`src/rtl/aes_pkg.sv`:
```
// ---------------------------------------------------------------------------
// aes_pkg
// Shared types and constants for the sequential SubBytes block.
//   byte_t   : one AES state byte
//   state_t  : 128-bit AES state, byte 0 in the MSBs (column-major order)
//   NBYTES   : bytes per AES state
//   fsm_e    : operation sequencer states (IDLE, RUN, FLUSH, DONE)
//   get_byte : extract byte i of a state using the byte ordering above
// ---------------------------------------------------------------------------
package aes_pkg;

  localparam int NBYTES = 16;

  typedef logic [7:0]          byte_t;
  typedef logic [8*NBYTES-1:0] state_t;

  typedef enum logic [1:0] {
    IDLE  = 2'd0,
    RUN   = 2'd1,
    FLUSH = 2'd2,
    DONE  = 2'd3
  } fsm_e;

  // Byte 0 lives in bits [127:120], byte 15 in bits [7:0].
  function automatic byte_t get_byte(input state_t s, input int i);
    return s[8*(NBYTES-1-i) +: 8];
  endfunction

endpackage

```
`src/rtl/sub_bytes_seq_if.sv`:
```
// ---------------------------------------------------------------------------
// sub_bytes_seq_if
// Request/result bundle between a requester and sub_bytes_seq.
//   start     : request to substitute the state presented on in
//   in        : 128-bit AES input state
//   out       : 128-bit SubBytes result (same byte order as in)
//   busy      : an operation is in progress
//   done      : one-cycle pulse marking out valid
//   dbg_state : current sequencer state, for observation only
//
// Handshake: start is sampled on a rising clk edge only while busy=0; a start
// seen while busy=1 is dropped (there is no ready/backpressure). in is
// captured on that same edge and may change afterwards. done is a single
// cycle valid for out; there is no acknowledge, the consumer must take out
// during the done cycle.
// ---------------------------------------------------------------------------
interface sub_bytes_seq_if;
  import aes_pkg::*;

  logic   start;
  state_t in;
  state_t out;
  logic   busy;
  logic   done;
  fsm_e   dbg_state;

  modport master (
    output start, in,
    input  out, busy, done, dbg_state
  );

  modport slave (
    input  start, in,
    output out, busy, done, dbg_state
  );

endinterface

```
`src/rtl/sbox_sync.sv`:
```
// ---------------------------------------------------------------------------
// sbox_sync
// FIPS-197 forward S-box as a 256x8 ROM with a registered read.
//   clk    : clock
//   i_addr : byte to substitute
//   o_data : S-box(i_addr), valid one cycle after i_addr is presented
// The read register has no reset: its contents are only consumed when the
// caller's own valid tracking says so.
// ---------------------------------------------------------------------------
module sbox_sync
  import aes_pkg::*;
(
  input  logic  clk,
  input  byte_t i_addr,
  output byte_t o_data
);

  localparam byte_t ROM [256] = '{
    8'h63, 8'h7c, 8'h77, 8'h7b, 8'hf2, 8'h6b, 8'h6f, 8'hc5, 8'h30, 8'h01, 8'h67, 8'h2b, 8'hfe, 8'hd7, 8'hab, 8'h76,
    8'hca, 8'h82, 8'hc9, 8'h7d, 8'hfa, 8'h59, 8'h47, 8'hf0, 8'had, 8'hd4, 8'ha2, 8'haf, 8'h9c, 8'ha4, 8'h72, 8'hc0,
    8'hb7, 8'hfd, 8'h93, 8'h26, 8'h36, 8'h3f, 8'hf7, 8'hcc, 8'h34, 8'ha5, 8'he5, 8'hf1, 8'h71, 8'hd8, 8'h31, 8'h15,
    8'h04, 8'hc7, 8'h23, 8'hc3, 8'h18, 8'h96, 8'h05, 8'h9a, 8'h07, 8'h12, 8'h80, 8'he2, 8'heb, 8'h27, 8'hb2, 8'h75,
    8'h09, 8'h83, 8'h2c, 8'h1a, 8'h1b, 8'h6e, 8'h5a, 8'ha0, 8'h52, 8'h3b, 8'hd6, 8'hb3, 8'h29, 8'he3, 8'h2f, 8'h84,
    8'h53, 8'hd1, 8'h00, 8'hed, 8'h20, 8'hfc, 8'hb1, 8'h5b, 8'h6a, 8'hcb, 8'hbe, 8'h39, 8'h4a, 8'h4c, 8'h58, 8'hcf,
    8'hd0, 8'hef, 8'haa, 8'hfb, 8'h43, 8'h4d, 8'h33, 8'h85, 8'h45, 8'hf9, 8'h02, 8'h7f, 8'h50, 8'h3c, 8'h9f, 8'ha8,
    8'h51, 8'ha3, 8'h40, 8'h8f, 8'h92, 8'h9d, 8'h38, 8'hf5, 8'hbc, 8'hb6, 8'hda, 8'h21, 8'h10, 8'hff, 8'hf3, 8'hd2,
    8'hcd, 8'h0c, 8'h13, 8'hec, 8'h5f, 8'h97, 8'h44, 8'h17, 8'hc4, 8'ha7, 8'h7e, 8'h3d, 8'h64, 8'h5d, 8'h19, 8'h73,
    8'h60, 8'h81, 8'h4f, 8'hdc, 8'h22, 8'h2a, 8'h90, 8'h88, 8'h46, 8'hee, 8'hb8, 8'h14, 8'hde, 8'h5e, 8'h0b, 8'hdb,
    8'he0, 8'h32, 8'h3a, 8'h0a, 8'h49, 8'h06, 8'h24, 8'h5c, 8'hc2, 8'hd3, 8'hac, 8'h62, 8'h91, 8'h95, 8'he4, 8'h79,
    8'he7, 8'hc8, 8'h37, 8'h6d, 8'h8d, 8'hd5, 8'h4e, 8'ha9, 8'h6c, 8'h56, 8'hf4, 8'hea, 8'h65, 8'h7a, 8'hae, 8'h08,
    8'hba, 8'h78, 8'h25, 8'h2e, 8'h1c, 8'ha6, 8'hb4, 8'hc6, 8'he8, 8'hdd, 8'h74, 8'h1f, 8'h4b, 8'hbd, 8'h8b, 8'h8a,
    8'h70, 8'h3e, 8'hb5, 8'h66, 8'h48, 8'h03, 8'hf6, 8'h0e, 8'h61, 8'h35, 8'h57, 8'hb9, 8'h86, 8'hc1, 8'h1d, 8'h9e,
    8'he1, 8'hf8, 8'h98, 8'h11, 8'h69, 8'hd9, 8'h8e, 8'h94, 8'h9b, 8'h1e, 8'h87, 8'he9, 8'hce, 8'h55, 8'h28, 8'hdf,
    8'h8c, 8'ha1, 8'h89, 8'h0d, 8'hbf, 8'he6, 8'h42, 8'h68, 8'h41, 8'h99, 8'h2d, 8'h0f, 8'hb0, 8'h54, 8'hbb, 8'h16
  };

  byte_t r_data;

  always_ff @(posedge clk) begin
    r_data <= ROM[i_addr];
  end

  assign o_data = r_data;

endmodule

```
`src/rtl/sub_bytes_seq.sv`:
```
// ---------------------------------------------------------------------------
// sub_bytes_seq
// Sequential AES SubBytes: substitutes LANES bytes per cycle through LANES
// synchronous S-box ROMs, producing the ShiftRows input state.
//   clk    : clock, all state changes on the rising edge
//   nreset : asynchronous active-low reset
//   bus    : sub_bytes_seq_if.slave (start, in, out, busy, done, dbg_state)
// Parameter LANES (1, 2, 4, 8 or 16) sets bytes per cycle.
//
// Timeline for a start sampled at edge T (N = 16/LANES groups):
//   RUN   : edges T+1..T+N load group cnt into the S-box address register
//   ROM   : each group's data appears one cycle after its address
//   out   : each group is written the cycle after its data appears
//   FLUSH : drains the pipeline; the final group is written at T+N+2,
//           which is also the edge that enters DONE
//   DONE  : one cycle, done=1; a start here begins the next operation
// ---------------------------------------------------------------------------
module sub_bytes_seq
  import aes_pkg::*;
#(
  parameter int LANES = 4
) (
  input  logic            clk,
  input  logic            nreset,
  sub_bytes_seq_if.slave  bus
);

  localparam int          NGRP     = NBYTES / LANES;
  localparam logic [3:0]  LAST_GRP = 4'(NGRP - 1);

  if (!(LANES == 1 || LANES == 2 || LANES == 4 || LANES == 8 || LANES == 16)) begin : g_bad_lanes
    $fatal(1, "sub_bytes_seq: LANES=%0d is not one of 1, 2, 4, 8, 16", LANES);
  end

  fsm_e       r_state;
  state_t     r_hold;
  logic [3:0] r_cnt;
  state_t     r_out;
  logic       r_busy;
  logic       r_done;

  // Address stage: which group the S-box inputs currently hold.
  byte_t      r_addr [LANES];
  logic       r_addr_vld;
  logic [3:0] r_addr_grp;
  logic       r_addr_last;

  // Data stage: which group the S-box outputs currently hold.
  logic       r_data_vld;
  logic [3:0] r_data_grp;
  logic       r_data_last;

  byte_t      w_sdata [LANES];

  for (genvar g = 0; g < LANES; g++) begin : g_sbox
    sbox_sync u_sbox (
      .clk    (clk),
      .i_addr (r_addr[g]),
      .o_data (w_sdata[g])
    );
  end

  always_ff @(posedge clk or negedge nreset) begin
    if (!nreset) begin
      r_state     <= IDLE;
      r_hold      <= '0;
      r_cnt       <= '0;
      r_out       <= '0;
      r_busy      <= 1'b0;
      r_done      <= 1'b0;
      r_addr_vld  <= 1'b0;
      r_addr_grp  <= '0;
      r_addr_last <= 1'b0;
      r_data_vld  <= 1'b0;
      r_data_grp  <= '0;
      r_data_last <= 1'b0;
      for (int j = 0; j < LANES; j++) begin
        r_addr[j] <= '0;
      end
    end else begin
      // Address stage is loaded only while RUN walks the holding register.
      r_addr_vld <= (r_state == RUN);
      if (r_state == RUN) begin
        r_addr_grp  <= r_cnt;
        r_addr_last <= (r_cnt == LAST_GRP);
        for (int j = 0; j < LANES; j++) begin
          r_addr[j] <= get_byte(r_hold, int'(r_cnt) * LANES + j);
        end
      end

      // The ROM read register is the data stage; its tags follow one cycle on.
      r_data_vld  <= r_addr_vld;
      r_data_grp  <= r_addr_grp;
      r_data_last <= r_addr_last;

      // Scatter the substituted group into its byte positions of out.
      if (r_data_vld) begin
        for (int b = 0; b < NBYTES; b++) begin
          if (b / LANES == int'(r_data_grp)) begin
            r_out[8*(NBYTES-1-b) +: 8] <= w_sdata[b % LANES];
          end
        end
      end

      case (r_state)
        IDLE, DONE: begin
          if (bus.start) begin
            r_hold  <= bus.in;
            r_cnt   <= '0;
            r_state <= RUN;
            r_busy  <= 1'b1;
            r_done  <= 1'b0;
          end else begin
            r_state <= IDLE;
            r_busy  <= 1'b0;
            r_done  <= 1'b0;
          end
        end
        RUN: begin
          r_cnt <= r_cnt + 4'd1;
          if (r_cnt == LAST_GRP) begin
            r_state <= FLUSH;
          end
        end
        FLUSH: begin
          // Leave when the last group is being written into out this edge.
          if (r_data_vld && r_data_last) begin
            r_state <= DONE;
            r_busy  <= 1'b0;
            r_done  <= 1'b1;
          end
        end
        default: begin
          r_state <= IDLE;
          r_busy  <= 1'b0;
          r_done  <= 1'b0;
        end
      endcase
    end
  end

  assign bus.out       = r_out;
  assign bus.busy      = r_busy;
  assign bus.done      = r_done;
  assign bus.dbg_state = r_state;

endmodule

```
`src/flat_wrapper.sv`:
```
// flat-port wrapper written by rule: the top's interface ports become plain ports
module sub_bytes_seq_flat import aes_pkg::*;
#(
  parameter int LANES = 4
)
  (clk, nreset, bus_start, bus_in, bus_out, bus_busy, bus_done, bus_dbg_state);
  sub_bytes_seq_if bus_i ();
  input  logic clk;
  input  logic nreset;
  input wire logic [$bits(bus_i.start)-1:0] bus_start;
  input wire logic [$bits(bus_i.in)-1:0] bus_in;
  output wire logic [$bits(bus_i.out)-1:0] bus_out;
  output wire logic [$bits(bus_i.busy)-1:0] bus_busy;
  output wire logic [$bits(bus_i.done)-1:0] bus_done;
  output wire logic [$bits(bus_i.dbg_state)-1:0] bus_dbg_state;
  assign bus_i.start = bus_start;
  assign bus_i.in = bus_in;
  assign bus_out = bus_i.out;
  assign bus_busy = bus_i.busy;
  assign bus_done = bus_i.done;
  assign bus_dbg_state = bus_i.dbg_state;
  sub_bytes_seq #(.LANES(LANES)) u_core (.clk(clk), .nreset(nreset), .bus(bus_i));
endmodule
```
`config.mk`:
```
export PLATFORM = sky130hd
export DESIGN_NAME = sub_bytes_seq_flat
export DESIGN_NICKNAME = d
export VERILOG_FILES = /design/src/rtl/aes_pkg.sv /design/src/rtl/sub_bytes_seq_if.sv /design/src/rtl/sbox_sync.sv /design/src/rtl/sub_bytes_seq.sv /design/src/flat_wrapper.sv
export SDC_FILE = /design/constraint.sdc
export NUM_CORES = 1
export LEC_CHECK = 0
export ABC_AREA = 1
export CAP_MARGIN = 10
export CELL_PAD_IN_SITES_DETAIL_PLACEMENT = 1
export CELL_PAD_IN_SITES_GLOBAL_PLACEMENT = 2
export CORE_MARGIN = 5
export CORE_UTILIZATION = 31
export DETAILED_ROUTE_END_ITERATION = 10
export GPL_TIMING_DRIVEN = 1
export HOLD_SLACK_MARGIN = 0.02
export PLACE_DENSITY = 0.92
export SLEW_MARGIN = 20
export SYNTH_ARGS = -nofsm -noshare
export SYNTH_HDL_FRONTEND = slang
export SYNTH_SLANG_ARGS = --single-unit
```
`constraint.sdc`:
```
create_clock -name clk -period 2.65 [get_ports clk]
set_clock_uncertainty 0.1 [all_clocks]
set_input_delay 0.53 -clock clk [delete_from_list [all_inputs] [get_ports clk]]
set_output_delay 0.53 -clock clk [all_outputs]
set_load 0.02 [all_outputs]
```
## Yosys cells after proc, flatten, opt, wreduce, memory -nomap -nowiden

Memories as Yosys holds them, arrays and structs flattened. A register that Yosys moved wholly into a read port is not among the register bits.
Cells that the tools add are included.

- Register bits after elaboration: 308
- Bits in latches: 0
- Memory bits (writable): 0
- Bits in read-only memories: 8192
- Bits of input ports: 131
- Output and inout port bits: 132
- Memories: 4

- $add $sub $neg: 8
- $mul: 0
- Div/mod/pow operators: 0
- Magnitude comparators: 0
- Equal/unequal tests: 10
- Shift operators: 4
- Muxes and demuxes: 11
- Bitwise logic cells: 4
- Reduce and logical (&&, ||, !) cells: 14

Memory list:

| name | depth | bits a word | read ports | clocked after memory_dff | write ports | line | text |
|---|---|---|---|---|---|---|---|
| (no name shown) | 256 | 8 | 1 | 1 | 0 | sbox_sync.sv:40 | `r_data <= ROM[i_addr];` |
| (no name shown) | 256 | 8 | 1 | 1 | 0 | sbox_sync.sv:40 |  |
| (no name shown) | 256 | 8 | 1 | 1 | 0 | sbox_sync.sv:40 |  |
| (no name shown) | 256 | 8 | 1 | 1 | 0 | sbox_sync.sv:40 |  |

Operators with widths:

| cell | number |
|---|---|
| indexed part select 128 x 32 -> 8 bit | 4 |
| subtractor 5 x 29 -> 29 bit, first input constant | 3 |
| NOT 8 -> 9 bit | 4 |
| AND reduction 2 bit | 8 |
| adder 6 x 2 -> 7 bit, second input constant | 2 |
| == test 3 x 4 -> 1 bit, first input constant | 2 |
| case mux 4 bit (2 select lines) | 1 |
| adder 6 x 1 -> 7 bit, second input constant | 1 |
| subtractor 4 x 6 -> 7 bit, first input constant | 1 |
| case mux 2 bit (3 select lines) | 1 |
| adder 4 x 1 -> 4 bit, second input constant | 1 |
| == test 2 bit, second input constant | 2 |
| == test 2 x 4 -> 1 bit, first input constant | 1 |
| == test 4 x 2 -> 1 bit, second input constant | 1 |
| logical NOT 4 bit | 1 |
| 2-to-1 mux 1 bit | 4 |
| 2-to-1 mux 2 bit | 2 |
| 2-to-1 mux 4 bit | 1 |
| != test 2 bit, second input constant | 2 |
| case mux 1 bit (2 select lines) | 2 |
| nonzero test 2 bit | 2 |
| == test 2 x 1 -> 1 bit, second input constant | 1 |
| logical NOT 2 bit | 1 |
| != test 2 x 1 -> 1 bit, second input constant | 1 |
| other kinds (2) | 2 |

## Longest topological paths before layout

- Depth in word-level cells: 4
- Gate-level depth with buffers: 14
- Mapped depth without buffers: 14

## By module

From an unflattened synthesis, not the netlist that was laid out.

- Cells, all modules: 3988
- Area total of the unflattened synthesis: 25786.0 µm²

Modules (own cells, without submodules):

| module | instances | cells an instance | area an instance (µm²) | sequential area each (µm²) |
|---|---|---|---|---|
| sub_bytes_seq | 1 | 1417 | 12833.6 | 7707.4 |
| sbox_sync (u_core.g_sbox[2].u_sbox ...) | 2 | 643 | 3253.1 | 160.2 |
| sbox_sync (u_core.g_sbox[1].u_sbox) | 1 | 636 | 3238.1 | 160.2 |
| sbox_sync (u_core.g_sbox[0].u_sbox) | 1 | 649 | 3208.1 | 160.2 |

## Worst setup path before layout

No wires, ideal clock.

- Kind: flip-flop to flip-flop
- From: reg u_core.r_addr[25] (netlist name)
- To: reg u_core.g_sbox[0].u_sbox.r_data[1]
- Library setup time: 0.114 ns
- Arrival time: 2.026 ns
- Data required time: 2.436 ns
- Setup slack: 0.410 ns
- Stages on the path, launching flop included: 14
- Path buffers: 0
- Path through: dfrtp_1 inv_1 ha_1 inv_1 nand2_1 nand2_1 inv_1 nand2_1 nand3_1 nand2_1 nand2_1 nand3_1 nand3_1 nand2_1

- Word-level cells in the longest chain between the ends: 1

Ends and longest elaborated chain:

| element | line | text |
|---|---|---|
| start: declaration | sub_bytes_seq.sv:43 | `byte_t r_addr [LANES];` |
| start signal: indexed assignment | sub_bytes_seq.sv:87 | `r_addr[j] <= get_byte(r_hold, int'(r_cnt) * LANES + j);` |
| NOT 8 -> 9 bit (not written as such) | sbox_sync.sv:40 |  |
| end: declaration | sbox_sync.sv:37 | `byte_t r_data;` |

No other way between the ends.
A chain may end at the register's enable or synchronous reset.

## Worst setup path after layout

- From: reg u_core.r_addr[24] (netlist name)
- To: reg u_core.g_sbox[0].u_sbox.r_data[1]

Same word-level chain as after synthesis.

==> reports/metrics.cfg <==
[outcome]
status = completed

[logic_synthesis]
synthesis.area_per_instance_um2 = 6.28
yosys_warnings = 0
synth_simple_gate_area_share = 0.436
synth-edff-count = 0
synth-main-ff-cell = dfrtp_1
synth.lib_cells_used.distinct = 36
synthXorXnorAreaFrac = 0
synth_top_family_by_area = simple AND/OR/NAND/NOR gates
postSynth.asyncResetShare = 0.906
post_synth_fa_ha_maj_area_fraction = 0.0330
syn_nets = 4063
synthesis.area_um2 = 24300
ys_seq_area_frac = 0.344
synth_compound_gate_area_share = 0.108
muxShareOfSynthArea = 0
ys_ff_latch = 340
postSynthCellCount = 3868

[timing]
setup_tns_after_final_layout_ns = 0
setup_violations = 0
worst_pin_slew_ns = 1.10
fmaxAchievable_ghz = 0.404
worst_slew_margin_rel = 0.262
period_minus_slack_ns = 2.47
max_slew_violations = 0
finalCritPeriodShare = 0.933
hold_viol = 0
grt_setup_unrepaired = no

[drt]
routed_wire_length_per_instance_um = 23.1
first_iter_violations = 3597
dr_total_vias = 29000
drt_drc_violations_left = 0
via_per_inst = 5.65
drt-pass1-iter-count = 6
antenna_left = 0
drt_wl_total_mm = 119

[place]
place.detailed.instances = 5055
place.gp.congestion = 1.08
postPlaceCellArea_um2 = 28500
hpwlAfterDp_mm = 86.4
io_buffers = 262

[layout]
final_core_utilization = 0.386
seq_area_um2 = 8350
fin_nets = 4256
multi_input_gate_area_in_the_final_layout_um2 = 14000
antenna_diode_count = 0
fin_area_um2 = 30000
n_fill_cell = 10100
finalNonFillerCells = 5133
flow.area_growth_from_synthesis_pct = 23.3
share_of_final_layout_standard_cells_stronger_than_drive_strength_1 = 0.0674

[global_routing]
gr-total-overflow = 0
initial_antenna_violation_count = 1
first_global_vias = 29200
grt_usage = 0.268
grt_max_degree = 129
wire_length_of_the_first_global_routing_pass_mm = 181

[min_path]
hold_path.class = reg -> reg
min_to = u_core.r_data_vld$_DFF_PN0_
hp-start = u_core.r_addr_vld$_DFF_PN0_
count_of_cells_along_the_worst_hold_path = 0

[die]
die_height_um = 290
chipWidth_um = 290
floorplan.rows = 102
design.die.area_um2 = 84100
effective_utilization_at_floorplan = 0.313
pin_count = 263
core_um2 = 77600

[pwr]
internal_power_uw = 21200
power_frac_clock = 0.129
p_leak_uw = 0.0148
switching_share = 0.553
comb_power_share = 0.678
cellPowerDensity_nw_per_um2 = 1580
peakVddDrop_v = 0.000598
power.sequential.fraction = 0.193
switching_power_summed_over_all_nets_uw = 26200

[worst_setup_path]
worst_reg2reg_endpoint = u_core.g_sbox[0].u_sbox.o_data[1]$_DFF_P_
critical_path_peak_fanout = 6
arrival_ns = 2.83
worst_setup_path_start_kind = flip-flop
worst-setup-path-type = reg -> reg
critPathCaptureType = flip-flop
worst_r2r_path_depth = 10
reg2reg_setup_slack_ns = 0.18
reg2reg_from = u_core.r_addr[24]$_DFFE_PN0P_
critical_path_required_ns = 3.01

[clocking]
clock_insertion_delay_worst_skew_ns = 0.58
cts_root_buffer = clkbuf_16
h-tree-depth = 2
cts_made_buffers = 43
cts.sinks = 340
clk_path_buf_depth = 3
tritoncts = built
cts.clk_slew.worst_paths_ns = 0.06

[run]
cap_viol_max_count = 0

worst max-delay path, cell delays in order (launching register included):
cell     delay (ns)
dfrtp_1        0.36
inv_1          0.07
ha_1           0.41
nor2_1         0.39
inv_1          0.18
nand3_1        0.13
nand3_1        0.08
a21oi_1        0.35
nand2_1        0.12
nand3_1        0.10
nand2_1        0.06
per-layer routing:
metal / up-vias / routed length (µm) / track usage
li1: 13100 / - / -
met1: 13900 / 51300 / 0.378
met2: 1706 / 50300 / 0.404
met3: 351 / 11400 / 0.0535
met4: 0 / 5520 / 0.105
met5: - / 0 / 0
Yosys cell counts (15+ instances only):
library cell     n  area (µm²)
dfxtp_1         32         641
nand3_1        749        3750
nand4_1         40         250
inv_1          181         679
o22ai_1         36         225
dfrtp_1        308        7710
buf_2           83         415
nand2_1       1441        5410
inv_2           15        56.3
o211ai_1        20         150
a21oi_1         98         490
nand2_2         16         100
o21ai_0        315        1580
buf_1           35         131
nor2_1         225         845
ha_1            64         801
clkbuf_1       119         447
flip-flops by register name (all words and copies together) (netlist names), 2 cells and up:
name	count
u_core.bus.dbg_state	2
u_core.r_hold	128
u_core.r_addr	32
u_core.g_sbox.u_sbox.o_data	32
u_core.r_cnt	4
u_core.r_addr_grp	4
u_core.r_data_grp	4
u_core.bus.out	128
cells in the final DEF (no fill, tap or decap), drive strengths merged, types with 2 or more instances in the layout:
| cell type | count |
|---|---|
| buf | 145 |
| or2 | 4 |
| nand2 | 1457 |
| clkinvlp | 3 |
| o211ai | 20 |
| o21a | 3 |
| nand3 | 749 |
| nor2 | 237 |
| o31ai | 2 |
| nand4 | 40 |
| nand3b | 8 |
| o22ai | 36 |
| clkbuf | 62 |
| ha | 64 |
| nor3 | 11 |
| a31oi | 5 |
| dfxtp | 32 |
| a21oi | 100 |
| bufinv | 3 |
| clkinv | 8 |
| clkdlybuf4s50 | 261 |
| inv | 202 |
| dfrtp | 308 |
| o21ai | 330 |
cells by family after synthesis:
family                   after synthesis
buffers and inverters                460
flip-flops                           340
AND/OR/NAND/NOR                     2506
adder cells (fa/ha/maj)               64
AO/OA/AOI/OAI                        498
per-stage QoR:
stage / total power, µW / hold WS (ns) / setup WS [ns]
floorplan: 27900 / 0.134 / 0.410
finish: 47400 / 0.266 / 0.178
global route: 50500 / 0.264 / 0.159
detailed placement: 40300 / 0.238 / 0.302
global placement: 40100 / 0.232 / 0.318
CTS: 46700 / 0.266 / 0.228
repair_timing:
| action | CTS | global route |
|---|---|---|
| hold endpoints to repair | 41 | 0 |
| gates resized for setup | 0 | 0 |
| hold buffers | 1 | 0 |
| buffers inserted | 0 | 0 |
layout make-up:
| type | count | area share |
|---|---|---|
| sequential | 340 | 0.279 |
| clock buffer | 62 | 0.0427 |
| inverter | 201 | 0.0254 |
| multi-input combinational | 3068 | 0.469 |
| tap | 1040 | 0.0434 |
| timing repair buffer | 407 | 0.135 |
| clock inverter | 15 | 0.00618 |
worst max-delay path by stage:
| stage | endpoint | startpoint | slack [ns] |
|---|---|---|---|
| floorplan | u_core.g_sbox[0].u_sbox.o_data[1]$_DFF_P_ | u_core.r_addr[25]$_DFFE_PN0P_ | 0.41 |
| global placement | u_core.g_sbox[3].u_sbox.o_data[7]$_DFF_P_ | u_core.r_addr[1]$_DFFE_PN0P_ | 0.32 |
| detailed placement | u_core.g_sbox[0].u_sbox.o_data[1]$_DFF_P_ | u_core.r_addr[24]$_DFFE_PN0P_ | 0.30 |
| CTS | bus_dbg_state[1] | u_core.bus.dbg_state[1]$_DFFE_PN0P_ | 0.23 |
| global route | u_core.g_sbox[0].u_sbox.o_data[1]$_DFF_P_ | u_core.r_addr[24]$_DFFE_PN0P_ | 0.16 |
| finish | u_core.g_sbox[0].u_sbox.o_data[1]$_DFF_P_ | u_core.r_addr[24]$_DFFE_PN0P_ | 0.18 |
power by group through the flow:
stage               logic (µW)  registers [µW]  clock network (µW)
finish                   32100            9120                6130
global route             34600            9400                6490
CTS                      31300            9130                6290
detailed placement       31100            9200                   0
global placement         31000            9100                   0
floorplan                18100            9810                   0
(Power assumes the default switching activity.)
